<file path="config.mk">
export PLATFORM = sky130hd
export DESIGN_NAME = result_memory_rd_flat
export DESIGN_NICKNAME = d
export VERILOG_FILES = /design/src/rtl/result_memory_rd_if.sv /design/src/rtl/result_memory_rd.sv /design/src/flat_wrapper.sv
export SDC_FILE = /design/constraint.sdc
export NUM_CORES = 1
export LEC_CHECK = 0
export BUFFER_PORTS_ARGS = -buffer_cell sky130_fd_sc_hd__buf_2
export CAP_MARGIN = 20
export CORE_AREA = 2 2 211 213
export CTS_CLUSTER_DIAMETER = 150
export DETAILED_ROUTE_END_ITERATION = 8
export DIE_AREA = 0 0 213 215
export PLACE_DENSITY = 0.78
export SYNTH_ARGS = -nofsm -noshare
export SYNTH_HDL_FRONTEND = slang
export SYNTH_SLANG_ARGS = --single-unit
</file>
<file path="constraint.sdc">
create_clock -name src_clk -period 3.5 [get_ports src_clk]
set_clock_uncertainty 0.1 [all_clocks]
set_input_delay 0.875 -clock src_clk [delete_from_list [all_inputs] [get_ports src_clk]]
set_output_delay 0.875 -clock src_clk [all_outputs]
set_load 0.1 [all_outputs]
</file>
<file path="src/rtl/result_memory_rd_if.sv">
// Output element port of the result memory reader.
// out_valid/out_ready handshake carrying one complex element per transfer.
// Fields: out_real, out_imag (WORD_LEN), out_row, out_col (RC_BITS), out_last.
// The master modport drives the element; the slave modport returns out_ready.
interface result_memory_rd_if #(
  parameter int unsigned WORD_LEN = 16,
  parameter int unsigned RC_BITS  = 2
);
  logic                out_valid;
  logic                out_ready;
  logic [WORD_LEN-1:0] out_real;
  logic [WORD_LEN-1:0] out_imag;
  logic [RC_BITS-1:0]  out_row;
  logic [RC_BITS-1:0]  out_col;
  logic                out_last;

  modport master (
    output out_valid, out_real, out_imag, out_row, out_col, out_last,
    input  out_ready
  );

  modport slave (
    input  out_valid, out_real, out_imag, out_row, out_col, out_last,
    output out_ready
  );
endinterface

</file>
<file path="src/rtl/result_memory_rd.sv">
// Result memory read side: collects MATRIX_DIM^2 real then MATRIX_DIM^2
// imaginary coefficients from the serial we_final/coefficient stream, then
// drains the complex matrix in row-major order over a valid/ready port.
// Ports:
//   src_clk, rst        clock, asynchronous active-low reset
//   clear               synchronous abort back to FILL_RE
//   we_final/coefficient coefficient strobe and data
//   out_if (master)     element handshake: valid/ready, real, imag, row, col, last
//   state               00 FILL_RE, 01 FILL_IM, 10 DRAIN
//   overrun             sticky flag: strobe dropped during DRAIN
module result_memory_rd #(
  parameter int unsigned WORD_LEN   = 16,
  parameter int unsigned MATRIX_DIM = 4,
  parameter int unsigned IDX_BITS   = 4,
  parameter int unsigned RC_BITS    = 2
) (
  input  logic                src_clk,
  input  logic                rst,
  input  logic                clear,
  input  logic                we_final,
  input  logic [WORD_LEN-1:0] coefficient,
  result_memory_rd_if.master  out_if,
  output logic [1:0]          state,
  output logic                overrun
);

  localparam int unsigned DEPTH = MATRIX_DIM * MATRIX_DIM;
  localparam logic [IDX_BITS-1:0] LAST_IDX = IDX_BITS'(DEPTH - 1);

  typedef enum logic [1:0] {
    FILL_RE = 2'b00,
    FILL_IM = 2'b01,
    DRAIN   = 2'b10,
    UNUSED  = 2'b11
  } state_e;

  state_e              state_q, state_d;
  logic [IDX_BITS-1:0] wr_cnt_q, wr_cnt_d;
  logic [IDX_BITS-1:0] rd_cnt_q, rd_cnt_d;
  logic                out_valid_q, out_valid_d;
  logic                out_last_q, out_last_d;
  logic [WORD_LEN-1:0] out_real_q, out_real_d;
  logic [WORD_LEN-1:0] out_imag_q, out_imag_d;
  logic [RC_BITS-1:0]  out_row_q, out_row_d;
  logic [RC_BITS-1:0]  out_col_q, out_col_d;
  logic                overrun_q, overrun_d;
  logic                re_we_c, im_we_c;

  logic [WORD_LEN-1:0] re_q [DEPTH];
  logic [WORD_LEN-1:0] im_q [DEPTH];

  // Next-state and output-register logic.
  always_comb begin
    state_d     = state_q;
    wr_cnt_d    = wr_cnt_q;
    rd_cnt_d    = rd_cnt_q;
    out_valid_d = out_valid_q;
    out_last_d  = out_last_q;
    out_real_d  = out_real_q;
    out_imag_d  = out_imag_q;
    out_row_d   = out_row_q;
    out_col_d   = out_col_q;
    overrun_d   = overrun_q;
    re_we_c     = 1'b0;
    im_we_c     = 1'b0;

    if (clear) begin
      state_d     = FILL_RE;
      wr_cnt_d    = '0;
      rd_cnt_d    = '0;
      out_valid_d = 1'b0;
      out_last_d  = 1'b0;
      overrun_d   = 1'b0;
    end else begin
      case (state_q)
        FILL_RE: begin
          if (we_final) begin
            re_we_c = 1'b1;
            if (wr_cnt_q == LAST_IDX) begin
              wr_cnt_d = '0;
              state_d  = FILL_IM;
            end else begin
              wr_cnt_d = wr_cnt_q + IDX_BITS'(1);
            end
          end
        end
        FILL_IM: begin
          if (we_final) begin
            im_we_c = 1'b1;
            if (wr_cnt_q == LAST_IDX) begin
              wr_cnt_d = '0;
              rd_cnt_d = '0;
              state_d  = DRAIN;
            end else begin
              wr_cnt_d = wr_cnt_q + IDX_BITS'(1);
            end
          end
        end
        DRAIN: begin
          if (we_final) overrun_d = 1'b1;
          // Load element rd_cnt on the first drain cycle and after each
          // non-final transfer; the final transfer ends the drain.
          if (out_valid_q && out_if.out_ready && out_last_q) begin
            out_valid_d = 1'b0;
            out_last_d  = 1'b0;
            rd_cnt_d    = '0;
            state_d     = FILL_RE;
          end else if (!out_valid_q || out_if.out_ready) begin
            out_valid_d = 1'b1;
            out_real_d  = re_q[rd_cnt_q];
            out_imag_d  = im_q[rd_cnt_q];
            out_row_d   = RC_BITS'(rd_cnt_q >> RC_BITS);
            out_col_d   = RC_BITS'(rd_cnt_q);
            out_last_d  = (rd_cnt_q == LAST_IDX);
            rd_cnt_d    = rd_cnt_q + IDX_BITS'(1);
          end
        end
        default: state_d = FILL_RE;
      endcase
    end
  end

  // Control and output registers.
  always_ff @(posedge src_clk or negedge rst) begin
    if (!rst) begin
      state_q     <= FILL_RE;
      wr_cnt_q    <= '0;
      rd_cnt_q    <= '0;
      out_valid_q <= 1'b0;
      out_last_q  <= 1'b0;
      out_real_q  <= '0;
      out_imag_q  <= '0;
      out_row_q   <= '0;
      out_col_q   <= '0;
      overrun_q   <= 1'b0;
    end else begin
      state_q     <= state_d;
      wr_cnt_q    <= wr_cnt_d;
      rd_cnt_q    <= rd_cnt_d;
      out_valid_q <= out_valid_d;
      out_last_q  <= out_last_d;
      out_real_q  <= out_real_d;
      out_imag_q  <= out_imag_d;
      out_row_q   <= out_row_d;
      out_col_q   <= out_col_d;
      overrun_q   <= overrun_d;
    end
  end

  // Coefficient banks; contents survive reset and clear.
  always_ff @(posedge src_clk) begin
    if (re_we_c) re_q[wr_cnt_q] <= coefficient;
    if (im_we_c) im_q[wr_cnt_q] <= coefficient;
  end

  assign out_if.out_valid = out_valid_q;
  assign out_if.out_last  = out_last_q;
  assign out_if.out_real  = out_real_q;
  assign out_if.out_imag  = out_imag_q;
  assign out_if.out_row   = out_row_q;
  assign out_if.out_col   = out_col_q;
  assign state            = state_q;
  assign overrun          = overrun_q;

endmodule

</file>
<file path="src/flat_wrapper.sv">
// flat-port wrapper written by rule: the top's interface ports become plain ports
module result_memory_rd_flat 
#(
  parameter int unsigned WORD_LEN   = 16,
  parameter int unsigned MATRIX_DIM = 4,
  parameter int unsigned IDX_BITS   = 4,
  parameter int unsigned RC_BITS    = 2
)
  (src_clk, rst, clear, we_final, coefficient, state, overrun, out_if_out_valid, out_if_out_real, out_if_out_imag, out_if_out_row, out_if_out_col, out_if_out_last, out_if_out_ready);
  result_memory_rd_if #(.WORD_LEN(WORD_LEN), .RC_BITS(RC_BITS)) out_if_i ();
  input  logic src_clk;
  input  logic rst;
  input  logic clear;
  input  logic we_final;
  input  logic [WORD_LEN-1:0] coefficient;
  output logic [1:0] state;
  output logic overrun;
  output wire logic [$bits(out_if_i.out_valid)-1:0] out_if_out_valid;
  output wire logic [$bits(out_if_i.out_real)-1:0] out_if_out_real;
  output wire logic [$bits(out_if_i.out_imag)-1:0] out_if_out_imag;
  output wire logic [$bits(out_if_i.out_row)-1:0] out_if_out_row;
  output wire logic [$bits(out_if_i.out_col)-1:0] out_if_out_col;
  output wire logic [$bits(out_if_i.out_last)-1:0] out_if_out_last;
  input wire logic [$bits(out_if_i.out_ready)-1:0] out_if_out_ready;
  assign out_if_out_valid = out_if_i.out_valid;
  assign out_if_out_real = out_if_i.out_real;
  assign out_if_out_imag = out_if_i.out_imag;
  assign out_if_out_row = out_if_i.out_row;
  assign out_if_out_col = out_if_i.out_col;
  assign out_if_out_last = out_if_i.out_last;
  assign out_if_i.out_ready = out_if_out_ready;
  result_memory_rd #(.WORD_LEN(WORD_LEN), .MATRIX_DIM(MATRIX_DIM), .IDX_BITS(IDX_BITS), .RC_BITS(RC_BITS)) u_core (.src_clk(src_clk), .rst(rst), .clear(clear), .we_final(we_final), .coefficient(coefficient), .out_if(out_if_i), .state(state), .overrun(overrun));
endmodule
</file>
After elaboration in Yosys (flattened, before gate mapping)
Memories as Yosys holds them, arrays and structs flattened. A register that Yosys moved wholly into a read port is not among the register bits.
Index checks and enable logic that the tools add are counted.
{ "totals": {"ff_bits": 17, "ram_bits": 512, "inputBits": 21, "output_inout_bits": 41, "wordCells": 80, "memories": 2} }
{ "classes": {"n_addsub": 2, "n_eq_ne": 10, "mux": 37, "bitwise_logic": 2, "n_reduce_logical": 19} }
{ "mem_list": {"columns": ["memory", "depth", "width", "read_ports", "rd_clocked_by_memory_dff", "wr", "line_no", "rtl"], "rows": [
  ["u_core.im_q", 16, 16, 1, 1, 1, "result_memory_rd.sv:50", "logic [WORD_LEN-1:0] im_q [DEPTH];"],
  ["u_core.re_q", 16, 16, 1, 1, 1, "result_memory_rd.sv:49", "logic [WORD_LEN-1:0] re_q [DEPTH];"]
]} }
{ "ops": {"columns": ["cell", "n"], "rows": [
  ["two-way mux 4 bit", 9],
  ["two-way mux 1 bit", 20],
  ["two-way mux 2 bit", 6],
  ["!= test 3 x 2 -> 1 bit (second input constant)", 3],
  ["adder 4 x 1 -> 4 bit (second input constant)", 2],
  ["equality test 4 bit (second input constant)", 2],
  ["one-hot mux 4 bit (2 select lines)", 1],
  ["AND reduction 4 bit", 2],
  ["!= test 3 bit (second input constant)", 2],
  ["one-hot mux 2 bit (3 select lines)", 1],
  ["AND reduction 2 bit", 3],
  ["nonzero test 2 bit", 3],
  ["nonzero test 3 bit", 2],
  ["AND reduction 5 bit", 1],
  ["!= test 4 x 2 -> 1 bit (second input constant)", 1],
  ["logical NOT 1 bit", 3],
  ["equality test 2 x 1 -> 1 bit (second input constant)", 1],
  ["equality test 2 bit (second input constant)", 1],
  ["logical AND 1 bit", 2],
  ["logical NOT 2 bit", 1],
  ["NOT 1 bit", 2],
  ["OR reduction 2 bit", 1],
  ["logical OR 1 bit", 1]
]} }

Depth between registers and ports, before layout
Gate-level depths: netlist of the first run.
{ "depth": {"word_depth": 6, "mapped_depth": 8, "ltp_nobuf": 5} }

Worst setup path before layout of the first run
OpenSTA, ideal clock, no wires.
{ "synth_timing": {"path_kind": "input -> register", "startpoint": "input clear", "endpoint": "memory u_core.re_q[15][0] (enable)", "setup_time_ps": 430, "arrival_ps": 2740, "required_ps": 2970, "slack_ps": 230, "path_stages": 2, "n_path_buf": 1, "cell_sequence": "clkbuf_1 -> nor4_1"} }
{ "synth_between": {"elab_chain_cells": 3} }
{ "synth_rtl": {"columns": ["element", "line_no", "rtl"], "rows": [
  ["start, declared", "flat_wrapper.sv:13", "input logic clear;"],
  ["two-way mux 1 bit", "result_memory_rd.sv:67", "if (clear) begin"],
  ["two-way mux 1 bit", "result_memory_rd.sv:152", "if (re_we_c) re_q[wr_cnt_q] <= coefficient;"],
  ["two-way mux 1 bit (not written as such)", "result_memory_rd.sv:152", null],
  ["end, declared", "result_memory_rd.sv:49", null]
]} }
No other way between the ends.

==> results of run 1 <==
-- final cells by class --
type,instances,area [µm²]
Fill cell,3152,19300
Sequential cell,561,16610
Multi-Input combinational cell,375,4558
Clock buffer,66,1385
Timing Repair Buffer,112,750.7
Tap cell,592,740.7
Clock inverter,29,279.0
Inverter,4,15.01
-- power by group through the flow --
| stage | registers, µW | clock network (µW) | logic (µW) |
|---|---|---|---|
| 4_1_cts | 7340 | 5610 | 211 |
| 5_1_grt | 7340 | 5860 | 225 |
| 3_3_place_gp | 7480 | 0 | 201 |
| 2_1_floorplan | 7480 | 0 | 50.2 |
| 6_report | 7350 | 5540 | 209 |
| 3_5_place_dp | 7490 | 0 | 210 |
-- cell usage in the layout, fill, tap and decap left out, types with 4 or more instances in the layout --
master	instances
and2_1	15
edfxtp_1	512
nor2_1	21
o22ai_1	32
buf_4	46
nand3_1	4
nand2b_1	6
clkinv_2	12
clkbuf_1	12
mux4_2	126
a21oi_1	5
buf_12	5
mux2i_1	37
bufinv_16	5
dfrtp_1	45
a21o_1	29
ha_1	5
buf_2	61
clkinv_1	9
nor3_2	4
nand2_1	30
o21ai_1	4
a211oi_1	28
clkbuf_16	53
-- worst reg2reg max path: cells and delay by family (launching register included) --
kind	cells	cell delay (ns)
multiplexers	2	0.86
flip-flops	1	0.76
buffers and inverters	2	0.57
AO/OA/AOI/OAI	2	0.33
-- cell families (layout without fill, tap and decap cells) --
logic type / after synthesis / after routing
and+or+nand+nor: 94 / 94
adders and majority gates: 5 / 5
muxes: 163 / 163
xor gates and xnor gates: 3 / 3
buffers and inverters: 60 / 211
AOI/OAI and AO/OA: 110 / 110
DFF: 561 / 561
-- metal layers --
layer,share of wire [%],global-route usage [%],wire length (µm)
met1,40,29.17,18390
met2,49,33.51,22900
met3,8.3,3.463,3828
met4,2.6,6.224,1181
met5,0,0,0
-- flip-flops by register name (all words and copies together) (netlist names) --
signal,count
u_core.out_if.out_last,1
u_core.out_if.out_row,2
u_core.re_q,256
u_core.out_if.out_imag,16
u_core.state,2
u_core.rd_cnt_q,4
u_core.wr_cnt_q,4
u_core.im_q,256
u_core.out_if.out_real,16
u_core.out_if.out_valid,1
u_core.out_if.out_col,2
u_core.overrun,1
-- worst paths after layout --
kind / startpoint / end / slack [ns] / cells after the start
worst max-delay path: u_core.rd_cnt_q[2]$_DFFE_PN0P_ / u_core.out_if.out_real[10]$_DFFE_PN0P_ / 0.78 / 6
worst min-delay path: rst / u_core.out_if.out_last$_DFFE_PN0P_ / 0.34 / 1
worst max register to register: u_core.rd_cnt_q[2]$_DFFE_PN0P_ / u_core.out_if.out_real[10]$_DFFE_PN0P_ / 0.78 / 6
worst min register to register: u_core.out_if.out_col[1]$_DFFE_PN0P_ / u_core.out_if.out_col[1]$_DFFE_PN0P_ / 0.37 / 2
max in group asynchronous: rst / u_core.out_if.out_col[1]$_DFFE_PN0P_ / 2.18 / 2
min in group src_clk: u_core.out_if.out_col[1]$_DFFE_PN0P_ / u_core.out_if.out_col[1]$_DFFE_PN0P_ / 0.37 / 2
-- per-stage QoR --
stage | setup slack [ns] | hold slack (ns)
2_1_floorplan | 0.2298 | 0.4558
3_3_place_gp | 0.6027 | 0.3547
3_5_place_dp | 0.4931 | 0.3580
4_1_cts | 0.7462 | 0.3193
5_1_grt | 0.6340 | 0.3588
6_report | 0.7814 | 0.3360
==> impl_metrics.env, run 1 <==
export IMPL_rsz0062_at_grt="false"
export IMPL_nets=1132
export IMPL_yosysMostFrequentCell="edfxtp_1"
export IMPL_num_antenna_cells=0
export IMPL_combinationalPowerShare_pct=1.6
export IMPL_die_area_um2=45800
export IMPL_worst_setup_path_end_kind="register"
export IMPL_yosysSeqAreaShare_pct=77.36
export IMPL_cts_tree="built"
export IMPL_drv_slew=0
export IMPL_detail_route_antenna_nets=0
export IMPL_synth_nets=1022
export IMPL_crit_arrival_ns=3.09
export IMPL_async_flop_share_pct=8.734
export IMPL_cts_buffers=52
export IMPL_avgSynthCellArea_um2=21.55
export IMPL_core_area_um2=43640
export IMPL_synth_top_family_by_area="multiplexers"
export IMPL_cts_sinks=561
export IMPL_startpoint_type="register"
export IMPL_insertion_delay_ns=0.58
export IMPL_yosys_area_share_simple_pct=2.134
export IMPL_io_buffers=61
export IMPL_syn_inst=996
export IMPL_drc=0
export IMPL_clockBufferDepth=3
export IMPL_netlist_area_leader_share_pct=71.64
export IMPL_drt_iter0_markers=1138
export IMPL_start_util_pct=49.17
export IMPL_antenna_found_initial=1
export IMPL_post_cts_buffers=0
export IMPL_hold_buffers=0
export IMPL_path_cells="buf_12 -> buf_12 -> mux4_2 -> mux2i_1 -> a211oi_1 -> a21o_1"
export IMPL_gr_total_overflow=0
export IMPL_netlist_area_um2=21460
export IMPL_critPathMostFrequentCell="buf_12"
export IMPL_slowest_stage="dfrtp_4"
export IMPL_hold_class="in2async"
export IMPL_grtUsageTotal_pct=20.70
export IMPL_p_leak_uw=0.008063
export IMPL_p_int_uw=10540
export IMPL_grt_pass1_vias=10640
export IMPL_io_pins=62
export IMPL_drt_pass1_iter_count=5
export IMPL_max_freq_mhz=367.8
export IMPL_gp_congestion=0.8477
export IMPL_cts_root_buf="clkbuf_16"
export IMPL_synthXorXnorAreaFrac_pct=0.1224
export IMPL_drive_gt1_share_pct=28.16
export IMPL_cp_required_ns=3.87
export IMPL_drt_wl_total_um=46300
export IMPL_maxSlewHeadroom_pct=38.69
export IMPL_worstPathBufferInverterCount=2
export IMPL_vias=10520
export IMPL_cpPeakStageDelay_ns=0.76
export IMPL_finalCritPeriodShare_pct=77.67
export IMPL_final_cells=1739
export IMPL_finalCriticalPeriod_ns=2.719
export IMPL_setup_viol=0
export IMPL_synthMuxAreaShare_pct=14.95
export IMPL_synthDistinctLibCells=42
export IMPL_p_clk_share_pct=42.3
export IMPL_finalSetupTns_ns=0
export IMPL_grt_max_degree=58
export IMPL_switching_share_pct=19.48
export IMPL_synthFlopType="edfxtp_1"
export IMPL_design_area_um2=24340
export IMPL_dp_hpwl_um=27010
export IMPL_wl_per_cell_um=26.62
export IMPL_yosysTopAreaCell="edfxtp_1"
export IMPL_synth_warning_count=0
export IMPL_grt_first_pass_wirelength_um=69110
export IMPL_ys_seq_elements=561
export IMPL_synth_compound_area_share_pct=3.621
export IMPL_drv_cap=0
export IMPL_yosys_area_share_adder_pct=0.2915
export IMPL_p_seq_share_pct=56.1
export IMPL_cts_max_level=2
export IMPL_p_per_area_nw_per_um2=537.9
export IMPL_placed_cell_area_um2=22680
export IMPL_netlist_top_cells_area="edfxtp_1, mux4_2, dfrtp_1"
export IMPL_synth_edff_count=512
export IMPL_cp_top_family="multiplexers"
export IMPL_hold_viol_final=0
export IMPL_clk_pin_slew_ns=0.06
export IMPL_power_uw=13090
export IMPL_tightest_slew_ns=0.9196
export IMPL_dp_cells=1644
export IMPL_path_class="reg2reg"
export IMPL_ctsResizeCount=0
export IMPL_p_sw_uw=2550
export IMPL_area_growth_pct=13.42
export IMPL_synth_top_cells_by_count="edfxtp_1, mux4_2, dfrtp_1"
export IMPL_outcome="completed"
export IMPL_ir_worst_vdd_uv=452.3
export IMPL_routed_via_density=6.051
export IMPL_rows=77
export IMPL_die_x_um=213
export IMPL_final_util_pct=55.77
export IMPL_path_max_fanout=35
export IMPL_die_height_um=215
(Power assumes the default switching activity.)
==> run 2: changes to the inputs <==
PLACE_DENSITY = 0.8   (was 0.78)
clock period = 2.45 ns   (was 3.5 ns; I/O delays follow)
==> run 2 against run 1 <==
  * Combinational power grew 49%
  * Via count grew 3.6%
  * Design area grew 3.7%
  * Sequential share of layout area shrank 2.4 points
  * Highest routed layer is now met5
  * Global-route usage grew 0.77 points
  * Power grew 49%
  * Sequential power grew 43%
  * Critical path depth shrank 5
  * Die area is the same
==> impl_metrics.env, run 2 (synthesized netlist as in run 1, its figures left out) <==
export IMPL_cp_required_ns=1.74
export IMPL_place_ws_ns=0.03251
export IMPL_area_growth_pct=17.59
export IMPL_drc=0
export IMPL_reg2reg_from="u_core.rd_cnt_q[1]$_DFFE_PN0P_"
export IMPL_vias=10900
export IMPL_gp_congestion=0.8238
export IMPL_grtUsageTotal_pct=21.47
export IMPL_routed_via_density=6.153
export IMPL_antenna_found_initial=1
export IMPL_path_cells="buf_2"
export IMPL_setup_viol=0
export IMPL_start_util_pct=49.17
export IMPL_r2r_cells=6
export IMPL_dp_cells=1669
export IMPL_insertion_delay_ns=0.60
export IMPL_die_x_um=213
export IMPL_wl_per_cell_um=27.40
export IMPL_maxSlewHeadroom_pct=47.39
export IMPL_final_cells=1772
export IMPL_worst_setup_path_end_kind="primary output"
export IMPL_io_buffers=61
export IMPL_detail_route_antenna_nets=0
export IMPL_hold_depth=2
export IMPL_hp_start="clear"
export IMPL_dp_hpwl_um=28200
export IMPL_fillers=3002
export IMPL_grt_max_degree=43
export IMPL_cts_max_level=2
export IMPL_rows=77
export IMPL_hold_path_end="u_core.wr_cnt_q[3]$_DFFE_PN0P_"
export IMPL_worstPathBufferInverterCount=1
export IMPL_drv_slew=0
export IMPL_drive_gt1_share_pct=31.44
export IMPL_core_area_um2=43640
export IMPL_startpoint_type="register"
export IMPL_grt_first_pass_wirelength_um=71500
export IMPL_path_class="reg2out"
export IMPL_finalWorstSetupSlack_ns=0.1039
export IMPL_layout_commonest_cell="edfxtp_1"
export IMPL_tightest_slew_ns=0.7891
export IMPL_die_area_um2=45800
export IMPL_num_antenna_cells=0
export IMPL_rrSetupSlack_ns=0.11
export IMPL_hold_viol_final=0
export IMPL_final_cell_mix="edfxtp_1, mux4_2, buf_2"
export IMPL_grt_pass1_vias=11030
export IMPL_finalCritPeriodShare_pct=95.76
export IMPL_outcome="completed"
export IMPL_finalCriticalPeriod_ns=2.346
export IMPL_cpPeakStageDelay_ns=0.54
export IMPL_clockBufferDepth=3
export IMPL_nets=1160
export IMPL_reg_largest_list="u_core.im_q (256), u_core.re_q (256)"
export IMPL_hold_class="in2reg"
export IMPL_max_freq_mhz=426.2
export IMPL_crit_arrival_ns=1.63
export IMPL_rr_endpoint="u_core.out_if.out_real[5]$_DFFE_PN0P_"
export IMPL_slowest_stage="buf_2"
export IMPL_path_max_fanout=7
export IMPL_gr_total_overflow=0
export IMPL_io_pins=62
export IMPL_drt_wl_total_um=48560
export IMPL_cts_sinks=561
export IMPL_drt_iter0_markers=1455
export IMPL_cts_root_buf="clkbuf_16"
export IMPL_clk_pin_slew_ns=0.06
export IMPL_drv_cap=0
export IMPL_drt_pass1_iter_count=5
export IMPL_cts_tree="built"
export IMPL_rsz0062_at_grt="false"
export IMPL_ir_worst_vdd_uv=739.1
export IMPL_p_leak_uw=0.008371
export IMPL_cp_top_family="buffers and inverters"
export IMPL_die_height_um=215
export IMPL_cts_buffers=54
export IMPL_p_per_area_nw_per_um2=771.1
## run 2: cell types whose count changed in the layout (fill, tap and decap cells not counted), moves of 4 or more
cell      delta
buf_12      +35
nor3_4       +4
nor2_2      +12
buf_4       -10
clkbuf_8     +7
nor3_2       -4
nor2_1      -12
## run 2: worst max path at each step
stage,endpoint,cells after the start,from,slack (ns)
2_1_floorplan,u_core.re_q[15][0]$_DFFE_PP_,3,u_core.wr_cnt_q[2]$_DFFE_PN0P_,-0.05
3_3_place_gp,u_core.re_q[1][15]$_DFFE_PP_,7,we_final,0.08
3_5_place_dp,u_core.re_q[1][15]$_DFFE_PP_,7,we_final,0.03
4_1_cts,u_core.out_if.out_real[5]$_DFFE_PN0P_,6,u_core.rd_cnt_q[1]$_DFFE_PN0P_,0.1
5_1_grt,u_core.out_if.out_real[5]$_DFFE_PN0P_,6,u_core.rd_cnt_q[1]$_DFFE_PN0P_,0.03
6_report,state[0],1,u_core.state[0]$_DFFE_PN0P_,0.10
## run 2: repair_timing
item,4_1_cts,5_1_grt
buffers inserted,0,0
gates resized for setup,0,0
hold buffers,1,0
endpoints found under the hold margin,20,0
## run 2: through the flow
stage	hold slack, ns	utilization, %	area [µm²]	TNS (ns)	power, µW
detailed placement	0.3615	53.54	23370	0	11000
global placement	0.3523	53.54	23370	0	10980
CTS	0.2114	57.82	25240	0	19560
global route	0.2400	57.82	25240	0	19940
floorplan	0.2169	-	21540	-0.7821	10770
finish	0.2467	57.82	25240	0	19460
## run 2: power breakdown
group          switching, µW  internal [µW]
Sequential              13.3          10500
Clock                   3540           5120
Combinational            243           67.9
## run 2: cell type report
cell class                 instances  area (µm²)  share of cell area [%]
sequential                       561       16610                   65.83
multi-input combinational        375        4622                   18.32
clock buffer                      76        1535                   6.084
timing repair buffer             138        1386                   5.494
tap                              592       740.7                   2.935
clock inverter                    26       322.8                   1.279
inverter                           4       15.01                 0.05950
## run 2: per-layer routing
metal	track usage, %	vias to the layer above	part of all wire [%]
li1	-	4442	-
met5	0	-	0.021
met3	4.369	83	9.7
met1	29.67	5734	38
met4	6.177	2	2.3
met2	34.94	642	50
==> run 3: changes to the inputs <==
PLACE_DENSITY = 0.79   (was 0.8)
==> run 3 against run 2 <==
  * Worst hold slack better by 0.018 ns
  * Via count fell by 1.4%
  * Non-clock buffer count rose by 2
  * Worst setup slack worse by 0.069 ns
  * Combinational power is 3% lower
  * Critical path type is now reg2reg
  * Critical path depth rose by 4
  * Maximum frequency decreased by 2.9%
  * Design area shrank 0.73%
  * First-iteration DRC count is 11% lower
  * Cell count shrank 0.23%
  * Die area unchanged
  * Flip-flop and latch count is the same
==> impl_metrics.env, run 3 (synthesized netlist as in run 1, its figures left out) <==
export IMPL_vias=10750
export IMPL_nets=1160
export IMPL_rsz0062_at_grt="false"
export IMPL_outcome="completed"
export IMPL_grtUsageTotal_pct=21.20
export IMPL_p_seq_share_pct=56.0
export IMPL_final_util_pct=57.40
export IMPL_wl_per_cell_um=26.73
export IMPL_drc=0
export IMPL_cpPeakStageDelay_ns=0.69
export IMPL_drv_cap=0
export IMPL_cts_max_level=2
export IMPL_hold_class="in2reg"
export IMPL_hold_depth=2
export IMPL_die_x_um=213
export IMPL_reg_largest_list="u_core.im_q (256), u_core.re_q (256)"
export IMPL_gr_total_overflow=0
export IMPL_grt_first_pass_wirelength_um=70710
export IMPL_drt_pass1_iter_count=5
export IMPL_rrSetupSlack_ns=0.03
export IMPL_num_antenna_cells=0
export IMPL_grt_pass1_vias=11140
export IMPL_max_freq_mhz=414.0
export IMPL_rows=77
export IMPL_r2r_cells=5
export IMPL_cts_root_buf="clkbuf_16"
export IMPL_layout_commonest_cell="edfxtp_1"
export IMPL_clk_pin_slew_ns=0.07
export IMPL_fillers=3048
export IMPL_maxSlewHeadroom_pct=43.21
export IMPL_cp_required_ns=2.82
export IMPL_area_growth_pct=16.73
export IMPL_worst_setup_path_end_kind="register"
export IMPL_finalCriticalPeriod_ns=2.415
export IMPL_hp_start="clear"
export IMPL_hold_path_end="u_core.overrun$_DFFE_PN0P_"
export IMPL_drt_wl_total_um=47270
export IMPL_drv_slew=0
export IMPL_finalWorstSetupSlack_ns=0.03464
export IMPL_drive_gt1_share_pct=30.95
export IMPL_p_leak_uw=0.008280
export IMPL_path_class="reg2reg"
export IMPL_detail_route_antenna_nets=0
export IMPL_slowest_stage="dfrtp_4"
export IMPL_io_pins=62
export IMPL_reg2reg_from="u_core.rd_cnt_q[2]$_DFFE_PN0P_"
export IMPL_hold_viol_final=0
export IMPL_crit_arrival_ns=2.79
export IMPL_finalCritPeriodShare_pct=98.59
export IMPL_grt_max_degree=63
export IMPL_core_area_um2=43640
export IMPL_dp_hpwl_um=27340
export IMPL_gp_congestion=0.8488
export IMPL_rr_endpoint="u_core.out_if.out_real[9]$_DFFE_PN0P_"
export IMPL_routed_via_density=6.080
export IMPL_setup_viol=0
export IMPL_p_sw_uw=3683
export IMPL_switching_share_pct=19.66
export IMPL_start_util_pct=49.17
export IMPL_cts_sinks=561
export IMPL_p_clk_share_pct=42.4
export IMPL_drt_iter0_markers=1301
export IMPL_ctsResizeCount=0
export IMPL_clockBufferDepth=3
export IMPL_p_int_uw=15050
export IMPL_die_height_um=215
export IMPL_cts_tree="built"
export IMPL_final_cell_mix="edfxtp_1, mux4_2, buf_2"
export IMPL_placed_cell_area_um2=23370
export IMPL_place_ws_ns=0.1095
export IMPL_path_max_fanout=26
export IMPL_p_per_area_nw_per_um2=747.8
export IMPL_path_cells="buf_12 -> mux4_2 -> mux2i_1 -> a211oi_1 -> a21o_1"
export IMPL_ir_worst_vdd_uv=668.2
export IMPL_startpoint_type="register"
export IMPL_combinationalPowerShare_pct=1.6
export IMPL_finalSetupTns_ns=0
export IMPL_insertion_delay_ns=0.59
export IMPL_antenna_found_initial=2
export IMPL_tightest_slew_ns=0.8304
export IMPL_io_buffers=61
export IMPL_die_area_um2=45800
export IMPL_design_area_um2=25050
export IMPL_cts_buffers=52
-- run 3: final cells by class --
class | instances | area [µm²] | share of cell area, %
timing repair buffer | 140 | 1389 | 5.544
clock buffer | 72 | 1426 | 5.694
clock inverter | 24 | 244.0 | 0.9740
sequential | 561 | 16610 | 66.32
tap | 592 | 740.7 | 2.957
multi-input combinational | 375 | 4622 | 18.45
inverter | 4 | 15.01 | 0.05994
-- run 3: per-layer routing --
layer  global-route usage (%)  up-vias  wire (µm)
met5                        0        -         21
met4                    7.133        4       1334
met1                    29.43     5625      18190
met3                    4.340      100       4457
li1                         -     4437          -
met2                    33.85      584      23270
-- run 3: stage by stage --
stage / total power [µW] / hold slack, ns / instances
finish: 18730 / 0.2643 / 1768
floorplan: 10770 / 0.2169 / 996
global placement: 10970 / 0.3529 / 1671
CTS: 18830 / 0.2452 / 1768
detailed placement: 10990 / 0.3601 / 1671
global route: 19210 / 0.2919 / 1768
-- run 3: worst max-delay path by stage --
| stage | end | cells after the start | from | slack (ns) |
|---|---|---|---|---|
| finish | u_core.out_if.out_real[9]$_DFFE_PN0P_ | 5 | u_core.rd_cnt_q[2]$_DFFE_PN0P_ | 0.03 |
| global route | u_core.out_if.out_real[9]$_DFFE_PN0P_ | 5 | u_core.rd_cnt_q[2]$_DFFE_PN0P_ | 0.02 |
| CTS | u_core.out_if.out_real[9]$_DFFE_PN0P_ | 5 | u_core.rd_cnt_q[2]$_DFFE_PN0P_ | 0.05 |
| detailed placement | u_core.im_q[0][1]$_DFFE_PP_ | 6 | we_final | 0.11 |
| global placement | u_core.out_if.out_imag[14]$_DFFE_PN0P_ | 6 | out_if_out_ready | 0.10 |
| floorplan | u_core.re_q[15][0]$_DFFE_PP_ | 3 | u_core.wr_cnt_q[2]$_DFFE_PN0P_ | -0.05 |
-- run 3: power by group through the flow --
| stage | clock (µW) | combinational, µW | sequential, µW |
|---|---|---|---|
| 2_1_floorplan | 0 | 76.8 | 10700 |
| 3_3_place_gp | 0 | 284 | 10700 |
| 3_5_place_dp | 0 | 298 | 10700 |
| 4_1_cts | 8040 | 300 | 10500 |
| 5_1_grt | 8390 | 327 | 10500 |
| 6_report | 7940 | 301 | 10500 |
-- run 3: worst max-delay path, delay by kind of cell, from the launching register on --
family | cells | cell delay [ns]
AO/OA/AOI/OAI | 2 | 0.32
buffers and inverters | 1 | 0.29
flip-flops | 1 | 0.69
multiplexers | 2 | 0.87
-- run 3: what timing repair did --
action	4_1_cts	5_1_grt
hold endpoints to repair	19	0
endpoints found under the setup margin	0	0
setup buffers	0	0
hold buffers	1	0
